===== config.mk =====
export PLATFORM = sky130hd
export DESIGN_NAME = ip_codma_crc_feeder
export DESIGN_NICKNAME = d
export VERILOG_FILES = /design/src/rtl/ip_codma_crc_feeder.sv
export SDC_FILE = /design/constraint.sdc
export NUM_CORES = 1
export LEC_CHECK = 0
export CELL_PAD_IN_SITES_DETAIL_PLACEMENT = 0
export CELL_PAD_IN_SITES_GLOBAL_PLACEMENT = 1
export CORE_ASPECT_RATIO = 0.6
export CORE_UTILIZATION = 35
export DETAILED_ROUTE_END_ITERATION = 12
export GPL_TIMING_DRIVEN = 1
export HOLD_SLACK_MARGIN = 0.02
export PLACE_DENSITY = 0.85
export SYNTH_ARGS = -nofsm -noshare
export SYNTH_HDL_FRONTEND = slang
export SYNTH_SLANG_ARGS = --single-unit

===== constraint.sdc =====
create_clock -name clk_i -period 2.25 [get_ports clk_i]
set_input_delay 0.225 -clock clk_i [delete_from_list [all_inputs] [get_ports clk_i]]
set_output_delay 0.225 -clock clk_i [all_outputs]
set_load 0.01 [all_outputs]

===== src/rtl/ip_codma_crc_feeder.sv =====
// CODMA CRC feeder: packs up to WORDS read beats into a block, kicks the CRC engine and returns the result.
// Optional build macro CODMA_CRC_FEED_BSWAP_EN byte-reverses each beat before it is stored.
module ip_codma_crc_feeder #(
  parameter int WORDS          = 8,
  parameter int DW             = 32,
  parameter int TIMEOUT_CYCLES = 1024
) (
  input  logic                        clk_i,
  input  logic                        reset_n_i,
  input  logic                        rd_valid_i,
  input  logic [DW-1:0]               rd_data_i,
  input  logic                        rd_last_i,
  output logic                        rd_ready_o,
  output logic                        crc_start_o,
  output logic [WORDS-1:0][DW-1:0]    data_reg_o,
  input  logic                        crc_complete_i,
  input  logic [15:0]                 crc_result_i,
  output logic                        res_valid_o,
  output logic [15:0]                 res_crc_o,
  output logic [$clog2(WORDS):0]      res_words_o,
  output logic                        res_err_o,
  input  logic                        res_ready_i,
  output logic                        busy_o
);

  localparam int CW = $clog2(WORDS) + 1;
  localparam int TW = $clog2(TIMEOUT_CYCLES) + 1;

  typedef enum logic [2:0] {S_IDLE, S_FILL, S_KICK, S_WAIT, S_RESULT} state_t;

  state_t        state_reg;
  logic [CW-1:0] count_reg;
  logic [TW-1:0] timer_reg;
  logic          rd_ready_reg;
  logic          crc_start_reg;
  logic          res_valid_reg;
  logic          res_err_reg;
  logic [15:0]   res_crc_reg;
  logic [CW-1:0] res_words_reg;
  logic [DW-1:0] beat_data;
  logic          accept;
  logic          release_blk;

  // rd_ready_reg is only ever high in IDLE/FILL, so it alone qualifies a beat.
  assign accept      = rd_valid_i & rd_ready_reg;
  assign release_blk = (state_reg == S_RESULT) & res_ready_i;

  genvar gi;

`ifdef CODMA_CRC_FEED_BSWAP_EN
  generate
    for (gi = 0; gi < DW/8; gi++) begin : g_bswap
      assign beat_data[gi*8 +: 8] = rd_data_i[DW-8-gi*8 +: 8];
    end
  endgenerate
`else
  assign beat_data = rd_data_i;
`endif

  // One register per block word; unwritten words keep their cleared value as zero pad.
  generate
    for (gi = 0; gi < WORDS; gi++) begin : g_word
      logic [DW-1:0] word_reg;
      always_ff @(posedge clk_i or negedge reset_n_i) begin
        if (!reset_n_i) begin
          word_reg <= '0;
        end else if (release_blk) begin
          word_reg <= '0;
        end else if (accept && (count_reg == CW'(gi))) begin
          word_reg <= beat_data;
        end
      end
      assign data_reg_o[gi] = word_reg;
    end
  endgenerate

  always_ff @(posedge clk_i or negedge reset_n_i) begin
    if (!reset_n_i) begin
      state_reg     <= S_IDLE;
      count_reg     <= '0;
      timer_reg     <= '0;
      rd_ready_reg  <= 1'b0;
      crc_start_reg <= 1'b0;
      res_valid_reg <= 1'b0;
      res_err_reg   <= 1'b0;
      res_crc_reg   <= '0;
      res_words_reg <= '0;
    end else begin
      case (state_reg)
        S_IDLE, S_FILL: begin
          rd_ready_reg <= 1'b1;
          if (accept) begin
            count_reg <= count_reg + 1'b1;
            if (rd_last_i || (count_reg == CW'(WORDS-1))) begin
              state_reg     <= S_KICK;
              rd_ready_reg  <= 1'b0;
              crc_start_reg <= 1'b1;
            end else begin
              state_reg <= S_FILL;
            end
          end
        end
        S_KICK: begin
          crc_start_reg <= 1'b0;
          timer_reg     <= '0;
          state_reg     <= S_WAIT;
        end
        S_WAIT: begin
          // Completion is checked first so it wins over a simultaneous expiry.
          if (crc_complete_i) begin
            res_crc_reg   <= crc_result_i;
            res_err_reg   <= 1'b0;
            res_words_reg <= count_reg;
            res_valid_reg <= 1'b1;
            state_reg     <= S_RESULT;
          end else if (timer_reg == TW'(TIMEOUT_CYCLES-1)) begin
            res_crc_reg   <= '0;
            res_err_reg   <= 1'b1;
            res_words_reg <= count_reg;
            res_valid_reg <= 1'b1;
            state_reg     <= S_RESULT;
          end else begin
            timer_reg <= timer_reg + 1'b1;
          end
        end
        S_RESULT: begin
          if (res_ready_i) begin
            res_valid_reg <= 1'b0;
            count_reg     <= '0;
            rd_ready_reg  <= 1'b1;
            state_reg     <= S_IDLE;
          end
        end
        default: begin
          state_reg <= S_IDLE;
        end
      endcase
    end
  end

  assign rd_ready_o  = rd_ready_reg;
  assign crc_start_o = crc_start_reg;
  assign res_valid_o = res_valid_reg;
  assign res_crc_o   = res_crc_reg;
  assign res_words_o = res_words_reg;
  assign res_err_o   = res_err_reg;
  assign busy_o      = (state_reg != S_IDLE);

endmodule

==> impl.org <==
** Placement
- Port buffering added 334 buffers.
- Dpl cells :: 2061
- Routability-driven placement finished with a final weighted congestion of 0.804.
- Once detailed placement completed, the half-perimeter wirelength came to 29200 microns.

** Finish
- Diode count :: 0
- After the last flow step, the layout net total stands at 1694.
- For this run, the share of the core covered by cells in the final layout is 50.5%.
- Share of layout cells above drive strength 1 :: 7.74%
- Relative to the synthesized area, the layout overhead comes to 40.5%.
- The register with the most flip-flops in the layout has 256 of them.
- The finished layout holds 2112 standard cells, fillers aside.

** Timing
- Final hold violations :: 0
- Setup TNS :: 0 ns
- The final-report max-slew violation count is 0.
- Setup repair after global routing left no endpoint under its margin.
- Timing would allow up to 473 MHz.
- Period utilization :: 93.9%
- Final period demand of the worst path :: 2.11 ns
- Setup violations remaining at the end of the flow were counted as 0.
- At the pin with the least slew margin, the transition time is 0.656 ns.
- Worst slew margin :: 56.3%
- Hold timing on the final database bottoms out at a slack of 0.250 ns.
- Final setup skew :: 0.0103 ns

** Clock network
- Counting the buffers created by CTS gives 30.
- Clock tree from TritonCTS :: built
- Hold buffer count at CTS :: 1
- Root Buffer Master :: clkbuf_16
- Post-CTS resize count :: 0
- Skew-Pair Late Insertion Delay :: 0.56 ns
- No sink is reached through more buffers than the 3 on the longest clock path.
- Clock Pin Slew Worst Setup and Hold Paths :: 0.06 ns
- Number of setup buffers added after CTS :: 0
- CTS built an H-tree with a depth of 1.
- Count of clock tree sinks :: 298

** Worst setup path
- Critical path cell sequence :: nor2_1 -> nand2_1 -> clkdlybuf4s50_1
- Crit path to :: busy_o
- R2r startpoint :: timer_reg[0]
- Worst reg2reg path endpoint :: res_words_o[1]
- Counting cells, the worst reg-to-reg path comes to 5.
- Startpoint class of the critical path :: flip-flop
- In this run the register-to-register setup slack is 0.26 ns.
- In this run the worst setup path begins at state_reg[0].
- Maximum fanout count along the critical path :: 12
- Worst setup path category :: flip-flop to output port
- Count of cell instances traversed by the critical path :: 3
- Among all stages on the critical path, the largest delay is contributed by dfrtp_1.
- The number of buffers and inverters on the critical path is 1.
- The kind of cell with the highest combined delay along the critical path is flip-flops.
- Data arrival at the endpoint of the critical path :: 1.89 ns
- STA puts the critical path data required time at 2.03 ns.
- In this design, the stage delay of the slowest critical-path cell is 0.58 ns.
- Critical Path End Type :: output port

** Run status
- The flow ran to the end, and the final reports show no timing, DRC or antenna violations.

** Min path
- Hold/Removal Path Class :: input pin to async pin

** Run
- Across the run, the number of max-cap violations was 0.

** Synthesis
- Dominant register cell in the synthesized netlist :: dfrtp_1
- Share of Yosys cell area claimed by the top area cell type :: 61.0%
- Dividing the synthesized area by the synthesized cell count gives 9.15 sq um.
- Most area-consuming cells after synthesis :: dfrtp_1 (61%), nand2_1 (16%), a21oi_1 (11%), clkbuf_1 (1.9%), buf_4 (1.8%)
- nand2_1 is the most common cell in the netlist.
- The synthesized netlist contains 46 unique library cells.
- The biggest area contributor in the post-synthesis netlist is dfrtp_1.
- Counting flops with a built-in enable in the synthesized netlist gives 0.
- Mapped cell area :: 0.0122 sq mm
- Synthesis produced a netlist whose cell count is 1337.
- Most common library cells after synthesis :: nand2_1 (531), dfrtp_1 (298), a21oi_1 (265), clkbuf_1 (63), buf_4 (29)
- Proportion of synthesized flip-flops having asynchronous set or reset :: 100%
- After synthesis, flip-flops and latches occupy 61.0% of the total area.
- Warnings, synthesis :: 0
- When the netlist entered floorplanning its net count stood at 1396.
- The synthesized design contains 298 register bits.

** Detailed routing
- For this run, design rule violations remaining after detail routing come to 0.
- In this run the remaining antenna-violating nets after routing total 0.
- After detailed routing, the total wire length is 42500 microns.
- First DRT Iteration DRCs :: 803
- After detailed routing, the average wire length per cell comes to 20.1 microns.
- For this run, the detailed router's first-pass iteration total came to 5.
- Using the TritonRoute via totals, the vias-per-cell ratio works out to 5.07.
- Detailed-route via count :: 10700

** Floorplan
- Top Ports :: 335
- Overall die area :: 0.0357 sq mm
- The die is 147 microns tall.
- Floorplan row count :: 52
- Effective utilization at floorplan :: 35.9%
- Area inside the core boundary :: 0.0340 sq mm
- The floorplan step set the die width to 243 microns.

** Power
- Worst IR drop on VDD :: 0.628 mV
- Leak Pwr :: 7.47 nW
- The completed layout was analyzed and its total power is 24.1 mW.
- Power per unit of standard cell area :: 1400 mW/mm^2

** Global routing
- The first global-routing pass estimated 65300 microns of wire.
- The initial antenna violation count is 0.
- Entering global routing, the biggest net connects 90 pins.
- Global routing finished with a remaining overflow of 0.
- Global routing consumed, over all layers together, 23.6% of the routing resources.
- The number of global-route vias before repair is 10800.
power by group:
| part | switching, mW | internal [mW] | total (mW) |
|---|---|---|---|
| Clock | 2.14 | 2.84 | 4.98 |
| Sequential | 1.46 | 7.58 | 9.04 |
| Combinational | 4.73 | 5.36 | 10.1 |
| Total | 8.33 | 15.8 | 24.1 |
worst min-delay path by stage:
stage	to	depth (start not counted)	startpoint
after detailed placement	res_crc_o[12]	1	reset_n_i
after CTS	state_reg[2]	2	res_ready_i
after global routing	res_crc_o[0]	2	crc_result_i[0]
after global placement	res_crc_o[10]	1	reset_n_i
final	res_crc_o[6]	2	reset_n_i
after floorplan	count_reg[0]	0	reset_n_i
per-layer routing:
metal | routed length, microns | GRT usage, % | part of all wire, % | up-vias
met5 | 0 | 0 | 0 | -
met4 | 862 | 5.41 | 2.0 | 0
met3 | 3540 | 6.28 | 8.3 | 55
met2 | 18700 | 35.5 | 44 | 422
met1 | 19400 | 34.0 | 46 | 5296
li1 | - | - | - | 4933
layout by cell type, fill, tap and decap left out, types with 2 or more instances in the layout:
master,n
inv_6,2
mux2_4,2
nand2_2,6
buf_4,39
clkbuf_1,5
buf_12,17
and3_1,2
nor3_1,4
nor2_1,12
nand2_1,525
clkbuf_16,31
and2_2,8
clkdlybuf4s50_1,333
ha_1,5
a22o_1,18
nand3b_1,2
and4_1,2
or2_2,2
nand3_1,6
o21ai_0,9
mux2_2,3
dfrtp_1,298
inv_1,9
clkinv_2,3
a31oi_1,9
clkbuf_8,7
a21oi_1,265
nand4_1,4
metrics by stage:
stage | worst slack [ns] | cell area (sq um)
3_5_place_dp | 0.222 | 16200
4_1_cts | 0.121 | 17200
6_report | 0.137 | 17200
5_1_grt | 0.0351 | 17200
2_1_floorplan | 0.299 | 12200
3_3_place_gp | 0.265 | 16200
logic make-up (layout without fill, tap and decap cells):
family | count (synthesis) | after routing | synth area share, %
AOI/OAI and AO/OA | 309 | 309 | 13.6
xor gates and xnor gates | 2 | 2 | 0.143
adders and majority gates | 5 | 5 | 0.512
buffers and inverters | 134 | 450 | 5.24
DFF | 298 | 298 | 61.0
muxes | 5 | 5 | 0.522
and+or+nand+nor | 584 | 584 | 19.0
area by class of cell:
type,instances,area (sq um)
multi-input combinational,905,4160
inverter,9,33.8
clock buffer,43,891
tap,459,574
timing repair buffer,391,3990
sequential,298,7460
clock inverter,7,71.3
fill,3085,16800
worst reg2reg max path, stage by stage, from the launching register on:
cell	delay, ns
dfrtp_1	0.40
ha_1	0.32
nand4_2	0.16
o41ai_4	0.40
nand2_4	0.25
mux2_4	0.36
Note: power is estimated with default switching activity, not from simulation.
